`src/rtl/rice_encoder_serial_pkg.sv`:
```
// rice_encoder_serial_pkg: widths, FSM encoding and codeword constants
// shared by the Rice encoder and its decoder counterpart.
package rice_encoder_serial_pkg;
    localparam int DW   = 16;
    localparam int KW   = 6;
    localparam int QMAX = 32;
    localparam int LW   = $clog2(DW + 1);
    localparam int QW   = $clog2(QMAX + 2);
    // Codewords travel MSB-first on the wire, matching the decoder.
    localparam bit CW_MSB_FIRST = 1'b1;
    typedef enum logic [2:0] {IDLE, UNARY, STOP, ESC, REM, DONE} state_t;
    function automatic int esc_bit_len(input int qmax, input int dw);
        return qmax + 2 + dw;
    endfunction
endpackage

```
`src/rtl/rice_encoder_serial_if.sv`:
```
// rice_encoder_serial_if: sample-in and bit-out handshake bundle.
interface rice_encoder_serial_if;
    import rice_encoder_serial_pkg::*;
    logic          in_valid;
    logic          in_ready;
    logic [DW-1:0] data_in;
    logic [KW-1:0] k;
    logic          bit_out;
    logic          bit_valid;
    logic          bit_ready;
    logic          cw_last;
    modport master (
        output in_valid, data_in, k, bit_ready,
        input  in_ready, bit_out, bit_valid, cw_last
    );
    modport slave (
        input  in_valid, data_in, k, bit_ready,
        output in_ready, bit_out, bit_valid, cw_last
    );
endinterface

```
`src/rtl/rice_bit_serializer.sv`:
```
// rice_bit_serializer: holds a right-aligned N-bit field and emits it
// MSB-first, one bit per advance, flagging the last bit.
module rice_bit_serializer #(
    parameter int DW = 16,
    parameter int LW = $clog2(DW + 1)
) (
    input  logic          clk,
    input  logic          reset_n,
    input  logic          load,
    input  logic [DW-1:0] load_data,
    input  logic [LW-1:0] load_len,
    input  logic          adv,
    output logic          bit_out,
    output logic          last,
    output logic          active
);
    logic [DW-1:0] data_q, data_d;
    logic [LW-1:0] cnt_q, cnt_d;
    always_comb begin
        data_d = load ? load_data : data_q;
        cnt_d  = load ? load_len : ((adv && cnt_q != '0) ? cnt_q - LW'(1) : cnt_q);
    end
    // cnt_q counts bits still to send, so the current bit sits at cnt_q-1.
    assign bit_out = |(data_q & (DW'(1) << (cnt_q - LW'(1))));
    assign last    = cnt_q == LW'(1);
    assign active  = cnt_q != '0;
    always_ff @(posedge clk) begin
        if (!reset_n) begin
            data_q <= '0;
            cnt_q  <= '0;
        end else begin
            data_q <= data_d;
            cnt_q  <= cnt_d;
        end
    end
endmodule

```
`src/rtl/rice_encoder_serial.sv`:
```
// rice_encoder_serial: Rice/Golomb-2^k encoder emitting q zeros, a stop '1'
// and k remainder bits serially; quotients above QMAX take the escape code.
module rice_encoder_serial
    import rice_encoder_serial_pkg::*;
(
    input  logic clk,
    input  logic reset_n,
    input  logic start,
    input  logic stop,
    output logic busy,
    output logic done,
    rice_encoder_serial_if.slave bus
);
    state_t        state_q, state_d;
    logic [QW-1:0] qcnt_q, qcnt_d;
    logic          stop_pend_q, stop_pend_d;
    logic [LW-1:0] keff, ser_len;
    logic [DW-1:0] q;
    logic          esc, acc, xfer, ser_adv, ser_bit, ser_last, ser_active;
    assign bus.in_ready  = reset_n && state_q == IDLE && start;
    assign bus.bit_valid = state_q inside {UNARY, ESC, STOP, REM};
    assign bus.bit_out   = state_q == STOP || (state_q == REM && ser_bit);
    assign bus.cw_last   = (state_q == STOP && !ser_active) || (state_q == REM && ser_last);
    assign busy          = bus.bit_valid;
    assign done          = state_q == DONE;
    always_comb begin
        keff    = (bus.k > KW'(DW)) ? LW'(DW) : LW'(bus.k);
        q       = bus.data_in >> keff;
        esc     = q > DW'(QMAX);
        acc     = bus.in_valid && bus.in_ready;
        xfer    = bus.bit_valid && bus.bit_ready;
        ser_len = esc ? LW'(DW) : keff;
        ser_adv = xfer && state_q == REM;
    end
    // The escape path reuses STOP/REM: QMAX+1 zeros, then '1', then the raw field.
    always_comb begin
        state_d     = state_q;
        qcnt_d      = qcnt_q;
        stop_pend_d = stop_pend_q || (stop && (state_q != IDLE || acc));
        case (state_q)
            IDLE: begin
                if (acc) begin
                    state_d = esc ? ESC : (q != '0 ? UNARY : STOP);
                    qcnt_d  = esc ? QW'(QMAX + 1) : QW'(q);
                end else if (stop && !bus.in_valid) begin
                    state_d = DONE;
                end
            end
            UNARY, ESC: begin
                if (xfer) begin
                    qcnt_d  = qcnt_q - QW'(1);
                    state_d = qcnt_q == QW'(1) ? STOP : state_q;
                end
            end
            STOP: if (xfer) state_d = ser_active ? REM : (stop_pend_d ? DONE : IDLE);
            REM:  if (xfer && ser_last) state_d = stop_pend_d ? DONE : IDLE;
            default: ;
        endcase
    end
    always_ff @(posedge clk) begin
        if (!reset_n) begin
            state_q     <= IDLE;
            qcnt_q      <= '0;
            stop_pend_q <= 1'b0;
        end else begin
            state_q     <= state_d;
            qcnt_q      <= qcnt_d;
            stop_pend_q <= stop_pend_d;
        end
    end
    rice_bit_serializer #(.DW(DW), .LW(LW)) u_ser (
        .clk       (clk),
        .reset_n   (reset_n),
        .load      (acc),
        .load_data (bus.data_in),
        .load_len  (ser_len),
        .adv       (ser_adv),
        .bit_out   (ser_bit),
        .last      (ser_last),
        .active    (ser_active)
    );
endmodule

```
`src/flat_wrapper.sv`:
```
// flat-port wrapper written by rule: the top's interface ports become plain ports
module rice_encoder_serial_flat import rice_encoder_serial_pkg::*;
  (clk, reset_n, start, stop, busy, done, bus_in_valid, bus_data_in, bus_k, bus_bit_ready, bus_in_ready, bus_bit_out, bus_bit_valid, bus_cw_last);
  rice_encoder_serial_if bus_i ();
  input  logic clk;
  input  logic reset_n;
  input  logic start;
  input  logic stop;
  output logic busy;
  output logic done;
  input wire logic [$bits(bus_i.in_valid)-1:0] bus_in_valid;
  input wire logic [$bits(bus_i.data_in)-1:0] bus_data_in;
  input wire logic [$bits(bus_i.k)-1:0] bus_k;
  input wire logic [$bits(bus_i.bit_ready)-1:0] bus_bit_ready;
  output wire logic [$bits(bus_i.in_ready)-1:0] bus_in_ready;
  output wire logic [$bits(bus_i.bit_out)-1:0] bus_bit_out;
  output wire logic [$bits(bus_i.bit_valid)-1:0] bus_bit_valid;
  output wire logic [$bits(bus_i.cw_last)-1:0] bus_cw_last;
  assign bus_i.in_valid = bus_in_valid;
  assign bus_i.data_in = bus_data_in;
  assign bus_i.k = bus_k;
  assign bus_i.bit_ready = bus_bit_ready;
  assign bus_in_ready = bus_i.in_ready;
  assign bus_bit_out = bus_i.bit_out;
  assign bus_bit_valid = bus_i.bit_valid;
  assign bus_cw_last = bus_i.cw_last;
  rice_encoder_serial u_core (.clk(clk), .reset_n(reset_n), .start(start), .stop(stop), .busy(busy), .done(done), .bus(bus_i));
endmodule
```
`config.mk`:
```
export PLATFORM = sky130hd
export DESIGN_NAME = rice_encoder_serial_flat
export DESIGN_NICKNAME = d
export VERILOG_FILES = /design/src/rtl/rice_encoder_serial_pkg.sv /design/src/rtl/rice_encoder_serial_if.sv /design/src/rtl/rice_bit_serializer.sv /design/src/rtl/rice_encoder_serial.sv /design/src/flat_wrapper.sv
export SDC_FILE = /design/constraint.sdc
export NUM_CORES = 1
export LEC_CHECK = 0
export ABC_AREA = 1
export CAP_MARGIN = 20
export CORE_UTILIZATION = 58
export CTS_BUF_LIST = sky130_fd_sc_hd__clkbuf_2 sky130_fd_sc_hd__clkbuf_4 sky130_fd_sc_hd__clkbuf_8
export CTS_CLUSTER_DIAMETER = 100
export DETAILED_ROUTE_END_ITERATION = 6
export GPL_TIMING_DRIVEN = 0
export HOLD_SLACK_MARGIN = 0.12
export PLACE_DENSITY = 0.83
export SETUP_SLACK_MARGIN = 0.3
export SYNTH_ARGS = -nofsm -noshare
export SYNTH_HDL_FRONTEND = slang
export SYNTH_SLANG_ARGS = --single-unit
```
`constraint.sdc`:
```
create_clock -name clk -period 2.71 [get_ports clk]
set_clock_uncertainty 0.15 [all_clocks]
set_input_delay 0.6775 -clock clk [delete_from_list [all_inputs] [get_ports clk]]
set_output_delay 0.6775 -clock clk [all_outputs]
set_load 0.02 [all_outputs]
```
## After elaboration in Yosys (flattened, before gate mapping)

Index checks and enable logic that the tools add are counted.

- Bits of input ports: 28
- Output and inout port bits: 6
- Logic and storage cells: 74
- Latch bits: 0
- Memories: 0
- Memory bits (writable): 0
- Memory bits (read-only): 0
- Flip-flop bits (word level): 31

- Shift operators: 2
- Div/mod/pow operators: 0
- Bitwise gates (word level): 1
- Multiplexer cells: 19
- Equality and inequality tests: 13
- $lt $le $gt $ge: 2
- Reductions and logical operators: 30
- Multiply operators: 0
- Add/sub/neg operators: 2

Operator list:

| kind | number |
|---|---|
| 2-to-1 mux 3 bit | 9 |
| 2-to-1 mux 5 bit | 4 |
| 2-to-1 mux 6 bit | 3 |
| bitwise AND 16 bit | 1 |
| > comparator 16 x 6 -> 1 bit (second input constant) | 1 |
| nonzero test 16 bit | 1 |
| OR reduction 16 bit | 1 |
| << shifter 1 x 5 -> 16 bit (first input constant) | 1 |
| >> shifter 16 x 5 -> 16 bit | 1 |
| logical AND 1 bit | 12 |
| case mux 3 bit (4 select lines) | 1 |
| case mux 6 bit (2 select lines) | 1 |
| != test 2 x 1 -> 1 bit (second input constant) | 4 |
| nonzero test 4 bit | 2 |
| equality test 3 x 2 -> 1 bit (second input constant) | 2 |
| equality test 3 bit (second input constant) | 2 |
| equality test 6 x 1 -> 1 bit (second input constant) | 1 |
| > comparator 6 x 5 -> 1 bit (second input constant) | 1 |
| AND reduction 6 bit | 1 |
| subtractor 6 x 1 -> 6 bit (second input constant) | 1 |
| equality test 5 x 1 -> 1 bit (second input constant) | 1 |
| nonzero test 5 bit | 1 |
| subtractor 5 x 1 -> 5 bit (second input constant) | 1 |
| logical OR 1 bit | 4 |
| other kinds (10) | 12 |

## Longest topological paths before layout

Gate-level depths: netlist of run 1.

- Depth in word-level cells: 11
- Mapped depth: 15
- Gate-level depth less buffers: 15

## Hierarchy

Synthesis of run 1 repeated with hierarchy kept, for this count alone.

- Cell total of the unflattened synthesis: 451
- Area, all modules: 2713.9 um^2

By module, submodules not included:

| module | instances | sequential area each (um^2) | cells an instance | area an instance (um^2) |
|---|---|---|---|---|
| rice_encoder_serial | 1 | 200.2 | 296 | 1626.6 |
| rice_bit_serializer | 1 | 420.4 | 155 | 1087.3 |

## Worst setup path after synthesis of run 1

OpenSTA, ideal clock, no wires.

- Path type: register -> output
- From: register u_core.u_ser.cnt_q[0]
- To: output port bus_bit_out
- Arrival: 1.854 ns
- Stages on the path, launching flop included: 12
- Setup slack: 0.029 ns
- Cells stage by stage: dfxtp_1 inv_1 ha_1 or2_2 nand2_1 inv_1 nand2_1 inv_1 a221oi_1 nand3_1 nand4_1 nand2_1

- Word-level cells in the longest chain between the ends: 6

RTL lines:

| what | RTL line | RTL |
|---|---|---|
| start: declaration | rice_bit_serializer.sv:18 | `logic [LW-1:0] cnt_q, cnt_d;` |
| start signal: assignment | rice_bit_serializer.sv:33 | `cnt_q <= cnt_d;` |
| subtractor 5 x 1 -> 5 bit | rice_bit_serializer.sv:24 | `assign bit_out = \|(data_q & (DW'(1) << (cnt_q - LW'(1))));` |
| << shifter 1 x 5 -> 16 bit | rice_bit_serializer.sv:24 |  |
| bitwise AND 16 bit | rice_bit_serializer.sv:24 |  |
| OR reduction 16 bit | rice_bit_serializer.sv:24 |  |
| logical AND 1 bit | rice_encoder_serial.sv:22 | `assign bus.bit_out = state_q == STOP \|\| (state_q == REM && ser_bit);` |
| logical OR 1 bit | rice_encoder_serial.sv:22 |  |
| end: declaration | flat_wrapper.sv:16 | `output wire logic [$bits(bus_i.bit_out)-1:0] bus_bit_out;` |

No other way between the ends.

## Worst setup path after layout of run 1

- From: register u_core.u_ser.cnt_q[1]
- To: output port bus_bit_out

Same word-level chain as after synthesis.

==> qor.yml, run 1 <==
status:
  status: "complete, but fails checks"
  violations: "negative setup slack"
detailed_routing:
  firstDrtPassIters: 7
  drcViolationCount: 0
  avgViaCountPerCell: 6.60
  wire_per_inst_um: 19.6
  vias: 3560
  ant_nets: 0
  wl_mm: 10.5
  drtIter0Drc: 426
finish:
  nFillCells: 248
  layout_commonest_cell: "nand2_1"
  syn2layout_area_growth_pct: 41.8
  fin_nets: 522
  layout-drive-gt1-share: 0.326
  antenna_cells: 0
  final_cell_mix: "53 x nand2_1, 49 x nor2_1, 37 x nand3_1, 37 x o21ai_0, 33 x nand3_2"
  regArea_sq_um: 632
  multi_input_area_sq_mm: 0.00206
sta:
  relSlewSlack: 0.671
  worst_pin_slew_ps: 494
  finalHoldViolCount: 0
  setup_viol: 1
  setup_tns_ps: -147
  period_needed_ps: 2860
  slew_viol_final: 0
  rsz0062_at_grt: "yes"
  fin_crit_sh: 1.05
  max_clock_freq_mhz: 350
  setup_ws_ps: -147
floorplan:
  start_util: 0.603
  ios: 34
  num_rows: 24
  coreArea_sq_mm: 0.00432
  fp.dieArea_sq_mm: 0.00477
  die_w_um: 69.1
  dieHeight_um: 69.1
setup_path:
  required_ps: 1880
  crit_type: "flip-flop to output port"
  worst_ep_arrival_time_ps: 2030
  max_stage_delay_ps: 370
  startpoint: "u_core.u_ser.cnt_q[1]"
  worstPathMaxFanout: 6
  end_kind: "output port"
  r2r-start: "u_core.state_q[2]"
  start_kind: "flip-flop"
  cp_top_family: "simple AND/OR/NAND/NOR gates"
  reg2reg_depth: 10
  cp_num_buf_inv: 3
  crit_cells: 12
  crit_slowest_cell: "dfxtp_4"
  crit_path_cell_trace: "inv_4 -> ha_4 -> or2_4 -> nand2_4 -> inv_4 -> nand2_2 -> o22ai_1 -> a311oi_1 -> nand3_1 -> nand4_1 -> nand2_2 -> buf_6"
clock_tree:
  clock_latency_ps: 280
  root_buffer: "clkbuf_8"
  cts_inserted_buffers: 5
  holdBufCountCts: 0
  clk_path_buf_depth: 2
  cts_tree: "yes"
  htreeDepth: 2
  cts_num_sinks: 31
  clkSlewWorstSetupHoldPaths_ps: 70
synthesis:
  syn_avg_cell_area_sq_um: 6.24
  yosys.area.top_type: "dfxtp_1"
  synth_top_flop_cell: "dfxtp_1"
  synth_seq_cells: 31
  yosysTopAreaCellShare: 0.238
  postSynthCellCount: 418
  ys_top_cells_by_area: "dfxtp_1 24%, nand3_1 13%, nand2_1 11%, nor2_1 7.8%, o21ai_0 7.3%"
  synth-edff-count: 0
  syn_nets: 454
  syn_area_sq_mm: 0.00261
  synthArstFlopShare: 0
  seq_area_frac_synth: 0.238
  yosys_warnings: 0
  synth.distinct_cells: 36
place:
  port_buffers: 33
  pre_cts_ws_ps: -416
  hpwl_mm: 5.62
  gp_congestion: 0.957
global_routing:
  overflow: 0
  grt_pass1_wl_mm: 14.0
  grt_max_degree: 11
  track_usage: 0.355
  grt_antenna_before_repair: 0
  grt_pass1_vias: 3072
min_path:
  holdCritPathClass: "flip-flop to flip-flop"
  hp-start: "u_core.u_ser.data_q[3]"
  hold_depth: 2
job:
  max_cap_viol_count: 0
power_and_ir_drop:
  power_density_mw_per_mm2: 673
  ir_drop_v: 0.000499
  leakage_uw: 0.00172
-- logic make-up (layout without fill, tap and decap cells) --
group | Yosys count | count (layout) | share of synthesized area
xor+xnor | 2 | 2 | 0.00672
buf+inv | 60 | 128 | 0.102
compound gates | 84 | 84 | 0.180
fa+ha+maj | 8 | 8 | 0.0384
simple gates | 233 | 234 | 0.435
flops | 31 | 31 | 0.238
-- worst reg2reg max path: stages, from the launching register on --
cell and delay [ps]:
dfxtp_1 380, inv_1 150, nand2_1 170, nor2_2 70, nand2_2 100, inv_4 40
buf_4 170, a31oi_1 350, inv_1 180, o21ai_0 290, a21oi_2 50
-- per-stage QoR --
stage          hold WS [ps]  power, uW  instance area (sq um)  std cells  utilization
2_1_floorplan           275       1430                   2650        418            -
3_3_place_gp            289       1710                   3040        503        0.703
3_5_place_dp            298       1740                   3040        503        0.703
4_1_cts                 307       2300                   3440        533        0.796
5_1_grt                 315       2620                   3700        539        0.855
6_report                311       2490                   3700        539        0.855
-- sequential cells by signal, summed over array words and instances (netlist names) --
register             flops
u_core.u_ser.data_q     16
u_core.stop_pend_q       1
u_core.state_q           3
u_core.u_ser.cnt_q       5
u_core.qcnt_q            6
-- final timing paths --
path / endpoint / slack [ps]
worst max-delay path: bus_bit_out / -150
worst min-delay path: u_core.u_ser.data_q[3] / 310
worst max register to register: u_core.u_ser.cnt_q[1] / 510
worst min register to register: u_core.u_ser.data_q[3] / 310
-- power breakdown --
group | total (uW) | switching (uW) | leakage [uW] | internal, uW
sequential | 637 | 81.3 | 0.000256 | 555
clock | 471 | 173 | 0.0000612 | 297
combinational | 1380 | 879 | 0.00140 | 500
-- final cells by class --
type                       count  share of cell area
tap                           52              0.0176
clock inverter                 2             0.00948
inverter                      45              0.0525
buffer                        15              0.0277
clock buffer                   6              0.0223
timing repair buffer          60               0.143
sequential                    31               0.171
multi-input combinational    328               0.557
-- repair_timing --
item | in CTS | in global routing
setup endpoints to repair | 18 | 31
resized for setup | 62 | 81
buffers inserted | 19 | 6
gates cloned | 3 | 0
pin swaps | 14 | 30
-- synth_stat cells (4+ instances only) --
cell	number
a21oi_1	29
a21oi_2	5
clkbuf_1	6
dfxtp_1	31
ha_1	8
inv_1	38
inv_2	4
nand2_1	73
nand3_1	67
nand3_2	7
nand4_1	17
nor2_1	54
o21ai_0	38
-- layer usage --
layer | vias up | track usage | wire (um)
met5 | - | 0 | 0
met4 | 0 | 0.136 | 796
met3 | 108 | 0.0599 | 1150
met2 | 310 | 0.594 | 4780
met1 | 1589 | 0.452 | 3820
li1 | 1553 | - | -
(Power assumes the default switching activity.)
==> inputs of run 2 (changes only) <==
--- a/config.mk
+++ b/config.mk
@@ -7,13 +7,12 @@
 export LEC_CHECK = 0
 export ABC_AREA = 1
 export CAP_MARGIN = 20
-export CORE_UTILIZATION = 58
-export CTS_BUF_LIST = sky130_fd_sc_hd__clkbuf_2 sky130_fd_sc_hd__clkbuf_4 sky130_fd_sc_hd__clkbuf_8
+export CORE_UTILIZATION = 56
 export CTS_CLUSTER_DIAMETER = 100
 export DETAILED_ROUTE_END_ITERATION = 6
 export GPL_TIMING_DRIVEN = 0
 export HOLD_SLACK_MARGIN = 0.12
-export PLACE_DENSITY = 0.83
+export PLACE_DENSITY = 0.81
 export SETUP_SLACK_MARGIN = 0.3
 export SYNTH_ARGS = -nofsm -noshare
 export SYNTH_HDL_FRONTEND = slang
==> constraint.sdc (replaced) <==
create_clock -name clk -period 2.71 [get_ports clk]
set_clock_uncertainty 0.15 [all_clocks]
set_input_delay 0.6775 -clock clk [delete_from_list [all_inputs] [get_ports clk]]
set_output_delay 0.6775 -clock clk [all_outputs]
set_load 0.01 [all_outputs]
==> run 2 against run 1 <==
The flow still finishes with violations (negative setup slack). Final cell count grew 1.9%. Core utilization down 0.92 points. Worst hold slack gained 9.0 ps. Maximum frequency is 0.94% higher. First-iteration DRC count is 11% lower. Critical path depth stayed put. Worst setup slack improved by 27 ps. Global-route usage decreased by 2.1 points. Clock-buffer cell count unchanged. Clock power fell by 21%.
==> qor.yml, run 2 (synthesis gave the netlist of run 1 again) <==
status:
  status: "complete, but fails checks"
  violations: "negative setup slack"
global_routing:
  grt_pass1_wl_mm: 13.4  # -4.6%
  met2_usage: 0.543  # -0.0515
  top_usage_layer: "met2"
  grt_use_met1: 0.445  # -0.00736
  met3_usage: 0.0476  # -0.0123
  grt_pass1_vias: 3006  # -2.1%
  grt_antenna_before_repair: 0  # unchanged
  track_usage: 0.333  # -0.0214
  overflow: 0  # unchanged
  grt_max_degree: 11  # unchanged
setup_path:
  crit_slowest_cell: "dfxtp_4"
  crit_path_cell_trace: "inv_4 -> ha_4 -> or2_4 -> nand2_4 -> inv_6 -> nand2_4 -> o22ai_2 -> a311oi_2 -> nand3_1 -> nand4_1 -> nand2_1 -> buf_2"
  worst_ep_arrival_time_ps: 2000  # -30 ps
  max_stage_delay_ps: 370  # about the same
  crit_top_cell: "nand2_4"
  worstPathMaxFanout: 6  # unchanged
  cp_top_family: "simple AND/OR/NAND/NOR gates"
  required_ps: 1880  # about the same
  end_kind: "output port"
  start_kind: "flip-flop"
  reg2reg_depth: 8  # -2
  crit_cells: 12  # unchanged
  crit_type: "flip-flop to output port"
  cp_num_buf_inv: 3  # unchanged
sta:
  fin_crit_sh: 1.04  # -0.00980
  rsz0062_at_grt: "yes"
  setup_viol: 1  # unchanged
  finalHoldViolCount: 0  # unchanged
  hold_ws_ps: 320  # +9.01 ps
  worst_pin_slew_ps: 473  # -20.6 ps
  setup_ws_ps: -120  # +26.6 ps
  slew_viol_final: 0  # unchanged
  relSlewSlack: 0.684  # +0.0137
  period_needed_ps: 2830  # -26.6 ps
  max_clock_freq_mhz: 353  # +0.94%
detailed_routing:
  vias: 3401  # -4.5%
  firstDrtPassIters: 5  # -2
  drtIter0Drc: 379  # -11%
  ant_nets: 0  # unchanged
  avgViaCountPerCell: 6.19  # -6.2%
  drcViolationCount: 0  # unchanged
  wl_mm: 9.32  # -12%
  wire_per_inst_um: 17.0  # -13%
floorplan:
  die_w_um: 70.2  # +1.7%
  fp.dieArea_sq_mm: 0.00493  # +3.5%
  coreArea_sq_mm: 0.00441  # +2.1%
  dieHeight_um: 70.2  # +1.7%
  num_rows: 24  # unchanged
  start_util: 0.591  # -0.0123
  ios: 34  # unchanged
clock_tree:
  root_buffer: "clkbuf_8"
  clk_path_buf_depth: 2  # unchanged
  clkSlewWorstSetupHoldPaths_ps: 70  # about the same
  cts_num_sinks: 31  # unchanged
  clock_latency_ps: 280  # about the same
  cts_tree: "yes"
  holdBufCountCts: 0  # unchanged
  htreeDepth: 2  # unchanged
  cts_inserted_buffers: 5  # unchanged
place:
  gp_congestion: 0.944  # -1.4%
  hpwl_mm: 5.55  # -1.3%
  port_buffers: 33  # unchanged
power_and_ir_drop:
  intPower_uw: 1330  # -1.4%
  comb_power_share: 0.586  # +0.031
  clockPowerShare: 0.153  # -0.036
  pwr-share-seq: 0.261  # +0.005
  p_total_uw: 2450  # -1.5%
  ir_drop_v: 0.000511  # +2.4%
  p_switching_uw: 1110  # -1.7%
  power_density_mw_per_mm2: 656  # -2.5%
  leakage_uw: 0.00174  # +1.5%
  switching_share: 0.455  # -0.000842
finish:
  top_regs: "u_core.u_ser.data_q x16, u_core.qcnt_q x6, u_core.u_ser.cnt_q x5"
  largest_register_ff_count: 16  # unchanged
  layout_commonest_cell: "nand2_1"
  layout-drive-gt1-share: 0.324  # -0.00255
  syn2layout_area_growth_pct: 43.2
  final_cell_mix: "60 x nand2_1, 49 x nor2_1, 45 x nand3_1, 39 x buf_4, 35 x o21ai_0"
  fin_nets: 533  # +2.1%
  antenna_cells: 0  # unchanged
  regMostFlops: "u_core.u_ser.data_q"
min_path:
  holdCritPathClass: "flip-flop to flip-flop"
  hold_depth: 2  # unchanged
job:
  max_cap_viol_count: 0  # unchanged
-- run 2: tightest hold or removal path: stages, from the launching register on --
cell     delay [ps]
dfxtp_1         300
inv_1            60
a21oi_1          60
-- run 2: area by class of cell --
cell class	count	area, sq um
plain buffers	15	109
clock buffers	6	82.6
clock inverters	1	5.00
repair buffers	72	616
well taps	52	65.1
fillers	279	681
inverters	45	196
multi-input cells	327	2030
flip-flops and latches	31	633
-- run 2: path summary, 6_finish.rpt --
kind,to,start,slack [ps]
max,bus_bit_out,u_core.u_ser.cnt_q[1],-120
min,u_core.u_ser.data_q[7],u_core.u_ser.data_q[7],320
max reg2reg,u_core.u_ser.data_q[7],u_core.state_q[2],680
min reg2reg,u_core.u_ser.data_q[7],u_core.u_ser.data_q[7],320
-- run 2: stage by stage --
stage	utilization	worst slack (ps)	cell area, sq um	std cells	setup TNS [ps]
after floorplan	-	302	2620	418	0
after global placement	0.683	-326	3020	503	-3480
after detailed placement	0.683	-370	3020	503	-3790
after CTS	0.765	-161	3380	536	-161
after global routing	0.846	-223	3730	549	-223
final	0.846	-120	3730	549	-120
-- run 2: power by group through the flow --
stage          sequential, uW  clock [uW]  combinational [uW]
5_1_grt                   645         388                1570
2_1_floorplan             611           0                 769
3_3_place_gp              627           0                1030
6_report                  640         374                1440
3_5_place_dp              630           0                1050
4_1_cts                   623         374                1190
-- run 2: what timing repair did --
item | 4_1_cts | 5_1_grt
cloned | 0 | 1
pin swaps | 14 | 28
resized for setup | 47 | 85
endpoints found under the setup margin | 18 | 32
setup buffers | 26 | 12
-- run 2: per-layer routing --
metal,share of wire,vias to the layer above,wire (um)
met5,0,-,0
met4,0.034,0,316
met3,0.081,45,751
met2,0.49,197,4560
met1,0.40,1584,3700
li1,-,1575,-
==> inputs of run 3 (changes only) <==
--- a/config.mk
+++ b/config.mk
@@ -10,7 +10,6 @@
 export CORE_UTILIZATION = 56
 export CTS_CLUSTER_DIAMETER = 100
 export DETAILED_ROUTE_END_ITERATION = 6
-export GPL_TIMING_DRIVEN = 0
 export HOLD_SLACK_MARGIN = 0.12
 export PLACE_DENSITY = 0.81
 export SETUP_SLACK_MARGIN = 0.3
==> run 3 against run 2 <==
The flow still finishes with violations (negative setup slack). Final area increased by 0.34%. Final cell count unchanged. Sequential share of layout area shrank 0.29 points. Power shrank 0.97%. Sequential power decreased by 2%. Combinational power shrank 8%. Clock-buffer cell count unchanged. Critical path depth is the same. Global-route usage decreased by 1.2 points. Non-clock buffer count down 4.
==> qor.yml, run 3 (synthesis gave the netlist of run 1 again) <==
setup_path:
  crit_type: "flip-flop to output port"
  end_kind: "output port"
  r2r-start: "u_core.state_q[0]"
  crit_slowest_cell: "dfxtp_2"
  start_kind: "flip-flop"
  max_stage_delay_ps: 340  # -30 ps
  crit_path_cell_trace: "inv_2 -> ha_4 -> or2_4 -> nand2_8 -> inv_4 -> nand2_4 -> o22ai_1 -> a311oi_1 -> nand3_1 -> nand4_1 -> nand2_1 -> buf_2"
  startpoint: "u_core.u_ser.cnt_q[0]"
  worstPathMaxFanout: 6  # unchanged
  required_ps: 1880  # about the same
  worst_ep_arrival_time_ps: 1960  # -40 ps
status:
  violations: "negative setup slack"
  status: "complete, but fails checks"
floorplan:
  coreArea_sq_mm: 0.00441  # unchanged
  dieHeight_um: 70.2  # unchanged
  die_w_um: 70.2  # unchanged
  start_util: 0.591  # unchanged
  num_rows: 24  # unchanged
  fp.dieArea_sq_mm: 0.00493  # unchanged
  ios: 34  # unchanged
clock_tree:
  clk_path_buf_depth: 2  # unchanged
  clock_latency_ps: 280  # about the same
  cts_inserted_buffers: 5  # unchanged
  htreeDepth: 2  # unchanged
  clkSlewWorstSetupHoldPaths_ps: 70  # about the same
  cts_num_sinks: 31  # unchanged
  root_buffer: "clkbuf_8"
  cts_tree: "yes"
power_and_ir_drop:
  clockPowerShare: 0.197  # +0.044
  p_switching_uw: 1040  # -6.6%
  comb_power_share: 0.544  # -0.042
  intPower_uw: 1380  # +3.7%
  switching_share: 0.429  # -0.0259
  pwr-share-seq: 0.259  # -0.002
  ir_drop_v: 0.000447  # -13%
  p_total_uw: 2430  # -0.97%
  power_density_mw_per_mm2: 647  # -1.3%
  leakage_uw: 0.00177  # +1.4%
sta:
  max_clock_freq_mhz: 358  # +1.4%
  slew_viol_final: 0  # unchanged
  relSlewSlack: 0.813  # +0.129
  worst_pin_slew_ps: 278  # -196 ps
  setup_viol: 1  # unchanged
  setup_ws_ps: -80.9  # +39.4 ps
  finalHoldViolCount: 0  # unchanged
  fin_crit_sh: 1.03  # -0.0145
  period_needed_ps: 2790  # -39.4 ps
  rsz0062_at_grt: "yes"
place:
  port_buffers: 33  # unchanged
  hpwl_mm: 5.59  # +0.84%
  gp_congestion: 0.947  # +0.34%
  placed_area_sq_mm: 0.00323  # +7.1%
detailed_routing:
  wire_per_inst_um: 16.3  # -3.9%
  drcViolationCount: 0  # unchanged
  drtIter0Drc: 325  # -14%
  vias: 3354  # -1.4%
  firstDrtPassIters: 5  # unchanged
  avgViaCountPerCell: 6.11  # -1.4%
  wl_mm: 8.96  # -3.9%
  ant_nets: 0  # unchanged
min_path:
  hp-start: "u_core.u_ser.data_q[3]"
  holdCritPathClass: "flip-flop to flip-flop"
finish:
  final_cell_mix: "65 x nand2_1, 47 x nor2_1, 46 x nand3_1, 41 x buf_4, 37 x o21ai_0"
  fin_nets: 532  # -0.19%
  antenna_cells: 0  # unchanged
  fin_area_sq_mm: 0.00375  # +0.34%
  largest_register_ff_count: 16  # unchanged
  layout_commonest_cell: "nand2_1"
  regMostFlops: "u_core.u_ser.data_q"
  top_regs: "u_core.u_ser.data_q x16, u_core.qcnt_q x6, u_core.u_ser.cnt_q x5"
  syn2layout_area_growth_pct: 43.7
  layout-drive-gt1-share: 0.308  # -0.0161
global_routing:
  overflow: 0  # unchanged
  grt_antenna_before_repair: 0  # unchanged
  grt_max_degree: 30  # +19
  grt_pass1_wl_mm: 12.9  # -3.6%
  track_usage: 0.322  # -0.0117
  grt_pass1_vias: 2865  # -4.7%
job:
  max_cap_viol_count: 0  # unchanged
[run 3: changes by cell type in the layout (fill, tap and decap cells not counted), moves of 4 or more]
cell      change
a21oi_1       +4
nand2_1       +5
nand2_2       -4
a21oi_2       -4
clkbuf_1      -6
[run 3: worst paths after layout]
kind | endpoint | slack, ps | depth (start not counted)
setup / recovery | bus_bit_out | -80 | 12
hold / removal | u_core.u_ser.data_q[3] | 320 | 2
setup reg to reg | u_core.state_q[0] | 760 | 13
hold reg to reg | u_core.u_ser.data_q[3] | 320 | 2
[run 3: area by class of cell]
type                            instances  area [sq um]
Multi-Input combinational cell        328          1980
Timing Repair Buffer                   83           754
Fill cell                             266           668
Sequential cell                        31           624
Inverter                               45           196
Clock buffer                            6          82.6
Tap cell                               52          65.1
Clock inverter                          2          35.0
Timing Repair inverter                  2          12.5
[run 3: stage by stage]
stage,hold slack [ps],TNS [ps],utilization,setup slack [ps],cells
floorplan,275,0,-,302,418
finish,321,-80.9,0.849,-80.9,549
CTS,326,-114,0.783,-114,540
global placement,294,-1180,0.732,-182,529
global route,355,-170,0.849,-170,549
detailed placement,317,-2100,0.732,-178,529
[run 3: critical path, delay by kind of cell (launching register included)]
family | cells | cell delay, ps
AO/OA/AOI/OAI | 2 | 280
adder cells (fa/ha/maj) | 1 | 150
buffers and inverters | 3 | 230
flip-flops | 1 | 340
AND/OR/NAND/NOR | 6 | 670
[run 3: power by group through the flow]
stage               Clock [uW]  Sequential [uW]  Combinational (uW)
CTS                        475              618                1160
floorplan                    0              611                 769
finish                     477              628                1320
global placement             0              621                1110
global route               496              639                1460
detailed placement           0              625                1120
[run 3: repair_timing]
item                                    4_1_cts  5_1_grt
pin swaps                                    12       36
hold buffers                                  0        0
cloned                                        1        2
gates resized for setup                      43       72
endpoints found under the hold margin         0        0
endpoints found under the setup margin       18       18
setup buffers                                 2        7
[run 3: per-layer routing]
layer	wire (um)	up-vias	track usage
met5	0	-	0
met4	417	0	0.0778
met3	727	61	0.0361
met2	4070	202	0.524
met1	3740	1509	0.452
li1	-	1582	-
